## src/rtl/sipo_deserializer_if.sv

```systemverilog
// Parallel word handshake between the deserializer and its consumer.
// The deserializer drives data/valid; the consumer drives ready.
interface sipo_deserializer_if #(
    parameter int WIDTH = 32
) ();
    logic [WIDTH-1:0] out_data;
    logic             out_valid;
    logic             out_ready;

    modport master (
        output out_data,
        output out_valid,
        input  out_ready
    );

    modport slave (
        input  out_data,
        input  out_valid,
        output out_ready
    );
endinterface

```

## src/rtl/sipo_deserializer.sv

```systemverilog
// Serial-in/parallel-out deserializer with word sync, holding register,
// valid/ready output handshake, overrun and misalignment flags.
module sipo_deserializer #(
    parameter int WIDTH     = 32,
    parameter bit MSB_FIRST = 1'b0
) (
    input  logic                clk,
    input  logic                rstn,
    input  logic                enable,
    input  logic                in,
    input  logic                sync,
    input  logic                clear_overrun,
    sipo_deserializer_if.master out_if,
    output logic                overrun,
    output logic                sync_error,
    output logic [7:0]          bit_count
);

    localparam logic [7:0] LAST = 8'(WIDTH - 1);

    logic [WIDTH-1:0] sreg_q, sreg_d;
    logic [WIDTH-1:0] out_data_q, out_data_d;
    logic [7:0]       bit_count_q, bit_count_d;
    logic             out_valid_q, out_valid_d;
    logic             overrun_q, overrun_d;
    logic             sync_error_q, sync_error_d;

    logic [WIDTH-1:0] shifted;
    logic             complete;
    logic             take;

    always_comb begin
        shifted = MSB_FIRST ? {sreg_q[WIDTH-2:0], in}
                            : {in, sreg_q[WIDTH-1:1]};
        // A sync on the last bit restarts the word instead of completing it
        complete = enable && !sync && (bit_count_q == LAST);
        take     = out_valid_q && out_if.out_ready;

        sreg_d       = sreg_q;
        bit_count_d  = bit_count_q;
        out_data_d   = out_data_q;
        out_valid_d  = out_valid_q;
        overrun_d    = overrun_q;
        sync_error_d = enable && sync && (bit_count_q != 8'd0);

        if (enable) begin
            sreg_d = shifted;
            if (sync) begin
                bit_count_d = 8'd1;
            end else if (complete) begin
                bit_count_d = 8'd0;
            end else begin
                bit_count_d = bit_count_q + 8'd1;
            end
        end

        if (clear_overrun) begin
            overrun_d = 1'b0;
        end

        // A new drop overrides a same-cycle clear
        if (complete) begin
            if (!out_valid_q || take) begin
                out_data_d  = shifted;
                out_valid_d = 1'b1;
            end else begin
                overrun_d = 1'b1;
            end
        end else if (take) begin
            out_valid_d = 1'b0;
        end
    end

    always_ff @(posedge clk) begin
        if (!rstn) begin
            sreg_q       <= '0;
            bit_count_q  <= 8'd0;
            out_data_q   <= '0;
            out_valid_q  <= 1'b0;
            overrun_q    <= 1'b0;
            sync_error_q <= 1'b0;
        end else begin
            sreg_q       <= sreg_d;
            bit_count_q  <= bit_count_d;
            out_data_q   <= out_data_d;
            out_valid_q  <= out_valid_d;
            overrun_q    <= overrun_d;
            sync_error_q <= sync_error_d;
        end
    end

    assign out_if.out_data  = out_data_q;
    assign out_if.out_valid = out_valid_q;
    assign overrun          = overrun_q;
    assign sync_error       = sync_error_q;
    assign bit_count        = bit_count_q;

endmodule

```

## src/flat_wrapper.sv

```systemverilog
// flat-port wrapper written by rule: the top's interface ports become plain ports
module sipo_deserializer_flat 
#(
    parameter int WIDTH     = 32,
    parameter bit MSB_FIRST = 1'b0
)
  (clk, rstn, enable, in, sync, clear_overrun, overrun, sync_error, bit_count, out_if_out_data, out_if_out_valid, out_if_out_ready);
  sipo_deserializer_if #(.WIDTH(WIDTH)) out_if_i ();
  input  logic clk;
  input  logic rstn;
  input  logic enable;
  input  logic in;
  input  logic sync;
  input  logic clear_overrun;
  output logic overrun;
  output logic sync_error;
  output logic [7:0] bit_count;
  output wire logic [$bits(out_if_i.out_data)-1:0] out_if_out_data;
  output wire logic [$bits(out_if_i.out_valid)-1:0] out_if_out_valid;
  input wire logic [$bits(out_if_i.out_ready)-1:0] out_if_out_ready;
  assign out_if_out_data = out_if_i.out_data;
  assign out_if_out_valid = out_if_i.out_valid;
  assign out_if_i.out_ready = out_if_out_ready;
  sipo_deserializer #(.WIDTH(WIDTH), .MSB_FIRST(MSB_FIRST)) u_core (.clk(clk), .rstn(rstn), .enable(enable), .in(in), .sync(sync), .clear_overrun(clear_overrun), .out_if(out_if_i), .overrun(overrun), .sync_error(sync_error), .bit_count(bit_count));
endmodule
```

## config.mk

```make
export PLATFORM = sky130hd
export DESIGN_NAME = sipo_deserializer_flat
export DESIGN_NICKNAME = d
export VERILOG_FILES = /design/src/rtl/sipo_deserializer_if.sv /design/src/rtl/sipo_deserializer.sv /design/src/flat_wrapper.sv
export SDC_FILE = /design/constraint.sdc
export NUM_CORES = 1
export LEC_CHECK = 0
export BUFFER_PORTS_ARGS = -buffer_cell sky130_fd_sc_hd__buf_2
export CORE_UTILIZATION = 50
export DETAILED_ROUTE_END_ITERATION = 6
export PLACE_DENSITY = 0.75
export SETUP_SLACK_MARGIN = 0.5
export SLEW_MARGIN = 20
export SYNTH_ARGS = -nofsm -noshare
export SYNTH_HDL_FRONTEND = slang
export SYNTH_SLANG_ARGS = --single-unit
```

## constraint.sdc

```tcl
create_clock -name clk -period 1.51 [get_ports clk]
set_clock_uncertainty 0.1 [all_clocks]
set_input_delay 0.3775 -clock clk [delete_from_list [all_inputs] [get_ports clk]]
set_output_delay 0.3775 -clock clk [all_outputs]
set_load 0.02 [all_outputs]
```

==> impl_results.md <==
- Largest net degree at the start of global routing: 63
- Largest family of logic cells by synthesized area: simple AND/OR/NAND/NOR gates
- Port bufs: between 40 and 50
- DRT Pass-1 Iters: 4
- Total track usage: 0.2571
- RR Startpoint: u_core.bit_count[0]
- Power Density: about 750 nW/µm²
- Final period util: 1.041
- Final worst slack: -0.06213 ns
- FFs w/ async S/R, synth: 0
- Worst Hold Path EP: u_core.out_if.out_data[31]
- Root buf cell: clkbuf_8
- Gp weighted congestion: between 0.7 and 0.8
- VDD IR max: slightly above 500 µV
- Worst path arrival time: around 1.8 ns
- Post-Place Worst Slack: -0.08399 ns
- Synth Cell Area: between 3000 and 4000 µm²
- H-tree depth: 3
- Min cycle time layout: between 1.5 and 2 ns
- Mux share of post-synthesis cell area: 0.1006
- Simple-gate share of the synthesized area: 0.2338
- Post-synth top flop: dfxtp_1
- Final design utilization: 0.8098
- Antenna violations before repair: 0
- Failing checks: setup timing
- Vias in the first global route: between 2000 and 3000
- Least-Margin Pin Slew: 0.3432 ns
- Clock slew at reported path FFs: approximately 0.080 ns
- EDFF count, synth: 0
- DRT iter0 DRCs: approximately 180
- Hold depth: 3
- Rows: 28
- Setup violators final: 26
- Clk Latency, worst-skew pair: roughly 0.36 ns
- Post-synthesis compound-gate area fraction: 0.1262
- CP endpoint kind: flop
- Hpwl dp: 3.513 mm
- Post-route DRC violation count: 0
- Outcome: finished, violations left
- R2r setup slk: -0.06 ns
- Syn_nets: 318
- Power after layout: ~0.0036 W
- Worst-path fanout max: 7
- Critical path class: flop to flop
- I/O pin count: 50
- Reg2reg path depth: 6
- Area leader, netlist: dfxtp_1
- RR Endpoint: u_core.out_if.out_data[23]
- Netlist cell types: 36
- Slew headroom: 0.7712
- Grt ovf: 0
- Post-route ant nets: 0
- RSZ-0062 raised after global routing: yes
- Via count: 2724
- Hold path start: in
- Cell count after synthesis: roughly 310
- Clk sinks: 74
- Endpoints failing hold: 0
- Static leakage: approximately 1.9 nW
- Syn-to-layout area delta: 55.52%
- First-pass GRT wire length: approximately 12 mm
- Synth top area share: 0.4805
- Slew Viols, Final: 0
- Final #Nets: 428
- Post-Synth XOR/XNOR Area: 0.002841
- Synth warn: 0
- Max Cap Viol: 0
- Adder-Cell Fraction of Synth Area: 0.008117
- Synth cell count leaders: 74 x dfxtp_1, 37 x nand2_1, 37 x nor2b_1
- Width of the die: roughly 80 µm
- Initial core utilization: 0.5207
- Diode count: 0
- Routed length per instance: roughly 18 µm
- Max frequency: between 0.6 and 0.7 GHz
- Post-synthesis sequential area ratio: 0.4805
- Fraction of layout cells with a size suffix above 1: 0.6137
- CTS tree: done
- Worst Hold Class: input pin to flop
- Chip Height: 80.53 µm
- Flops & latches, synth: 74
- CP required: about 1.7 ns
- Synth area leaders: dfxtp_1 48%, mux2i_1 10%, o21ai_2 9.1%
- Most numerous cell in the Yosys netlist: dfxtp_1
- Core area: 5921 µm²
- Total CTS buffers: 9
- CP Launch Type: flop
- Buffer depth of the longest clock path: 2
- Via density: ~5.5
- Die area: between 6000 and 7000 µm²
- Detailed Route WL: between 8 and 9 mm
- Syn avg cell area: about 10 µm²
routing by layer:
metal / wire length [µm] / GRT usage
met3: 387 / 0.06477
met2: 4549 / 0.4229
met5: 0 / 0
met1: 3663 / 0.3076
met4: 165 / 0.1321
critical path, stage by stage, from the launching register on:
cell	delay (ns)
dfxtp_4	0.38
ha_4	0.14
and4_4	0.23
nand4b_4	0.15
buf_6	0.19
buf_16	0.15
o21ai_4	0.16
layout make-up:
cell class | count | area [µm²]
well taps | 75 | 93.84
clock inverters | 3 | 15.01
inverters | 3 | 13.76
repair buffers | 121 | 1256
fillers | 304 | 1126
clock buffers | 11 | 152.6
multi-input cells | 210 | 1725
flip-flops and latches | 74 | 1538
placed cells by master (no fill, tap or decap), drive strengths merged, types with 2 or more instances in the layout:
cell type / count
buf: 119
dfxtp: 74
nor2b: 37
nand2: 37
o21ai: 37
nand3: 35
mux2i: 31
clkbuf: 13
a21oi: 6
a31oi: 3
clkinv: 3
inv: 3
nand3b: 2
nand4: 2
and3: 2
nor2: 2
and4: 2
ha: 2
state kept, by name, indices dropped and copies added (netlist names):
| name | count |
|---|---|
| u_core.bit_count | 8 |
| u_core.out_if.out_data | 32 |
| u_core.out_if.out_valid | 1 |
| u_core.overrun | 1 |
| u_core.sreg_q | 31 |
| u_core.sync_error | 1 |
kinds of logic after synthesis:
family                   count (synthesis)
buffers and inverters                   25
multiplexers                            31
adder cells (fa/ha/maj)                  2
flip-flops                              74
AND/OR/NAND/NOR                        126
AO/OA/AOI/OAI                           50
XOR/XNOR                                 1
timing repair:
item	4_1_cts	5_1_grt
hold buffers	0	0
hold endpoints to repair	0	0
setup endpoints to repair	86	109
gates cloned	5	1
buffers inserted	37	9
pin swaps	24	29
gates resized for setup	170	25
worst max path at each step:
stage	from	to	slack [ns]	cells after the start
3_5_place_dp	u_core.bit_count[0]	u_core.out_if.out_data[23]	-0.08	6
3_3_place_gp	sync	u_core.out_if.out_data[22]	-0.006	6
2_1_floorplan	u_core.bit_count[0]	u_core.out_if.out_data[0]	-0.06	7
5_1_grt	u_core.bit_count[0]	u_core.out_if.out_data[23]	-0.08	6
4_1_cts	u_core.bit_count[0]	u_core.out_if.out_data[23]	0.003	6
6_report	u_core.bit_count[0]	u_core.out_if.out_data[23]	-0.06	6
metrics by stage:
stage          hold WS (ns)  instances  instance area [µm²]   TNS, ns
3_5_place_dp         0.3453        431                 3498    -2.124
3_3_place_gp         0.3415        431                 3498  -0.02681
6_report             0.1848        497                 4795   -0.9012
5_1_grt              0.1954        497                 4795    -1.597
4_1_cts              0.1811        487                 4581         0
2_1_floorplan        0.3388        309                 3143    -1.761
power breakdown:
group | internal (W) | switching, W | leakage [nW]
Sequential | 0.00195 | 0.00000775 | 0.618
Combinational | 0.0000955 | 0.000128 | 1.20
Clock | 0.000671 | 0.000740 | 0.0899
No activity file was read; power rests on OpenSTA's default activity.
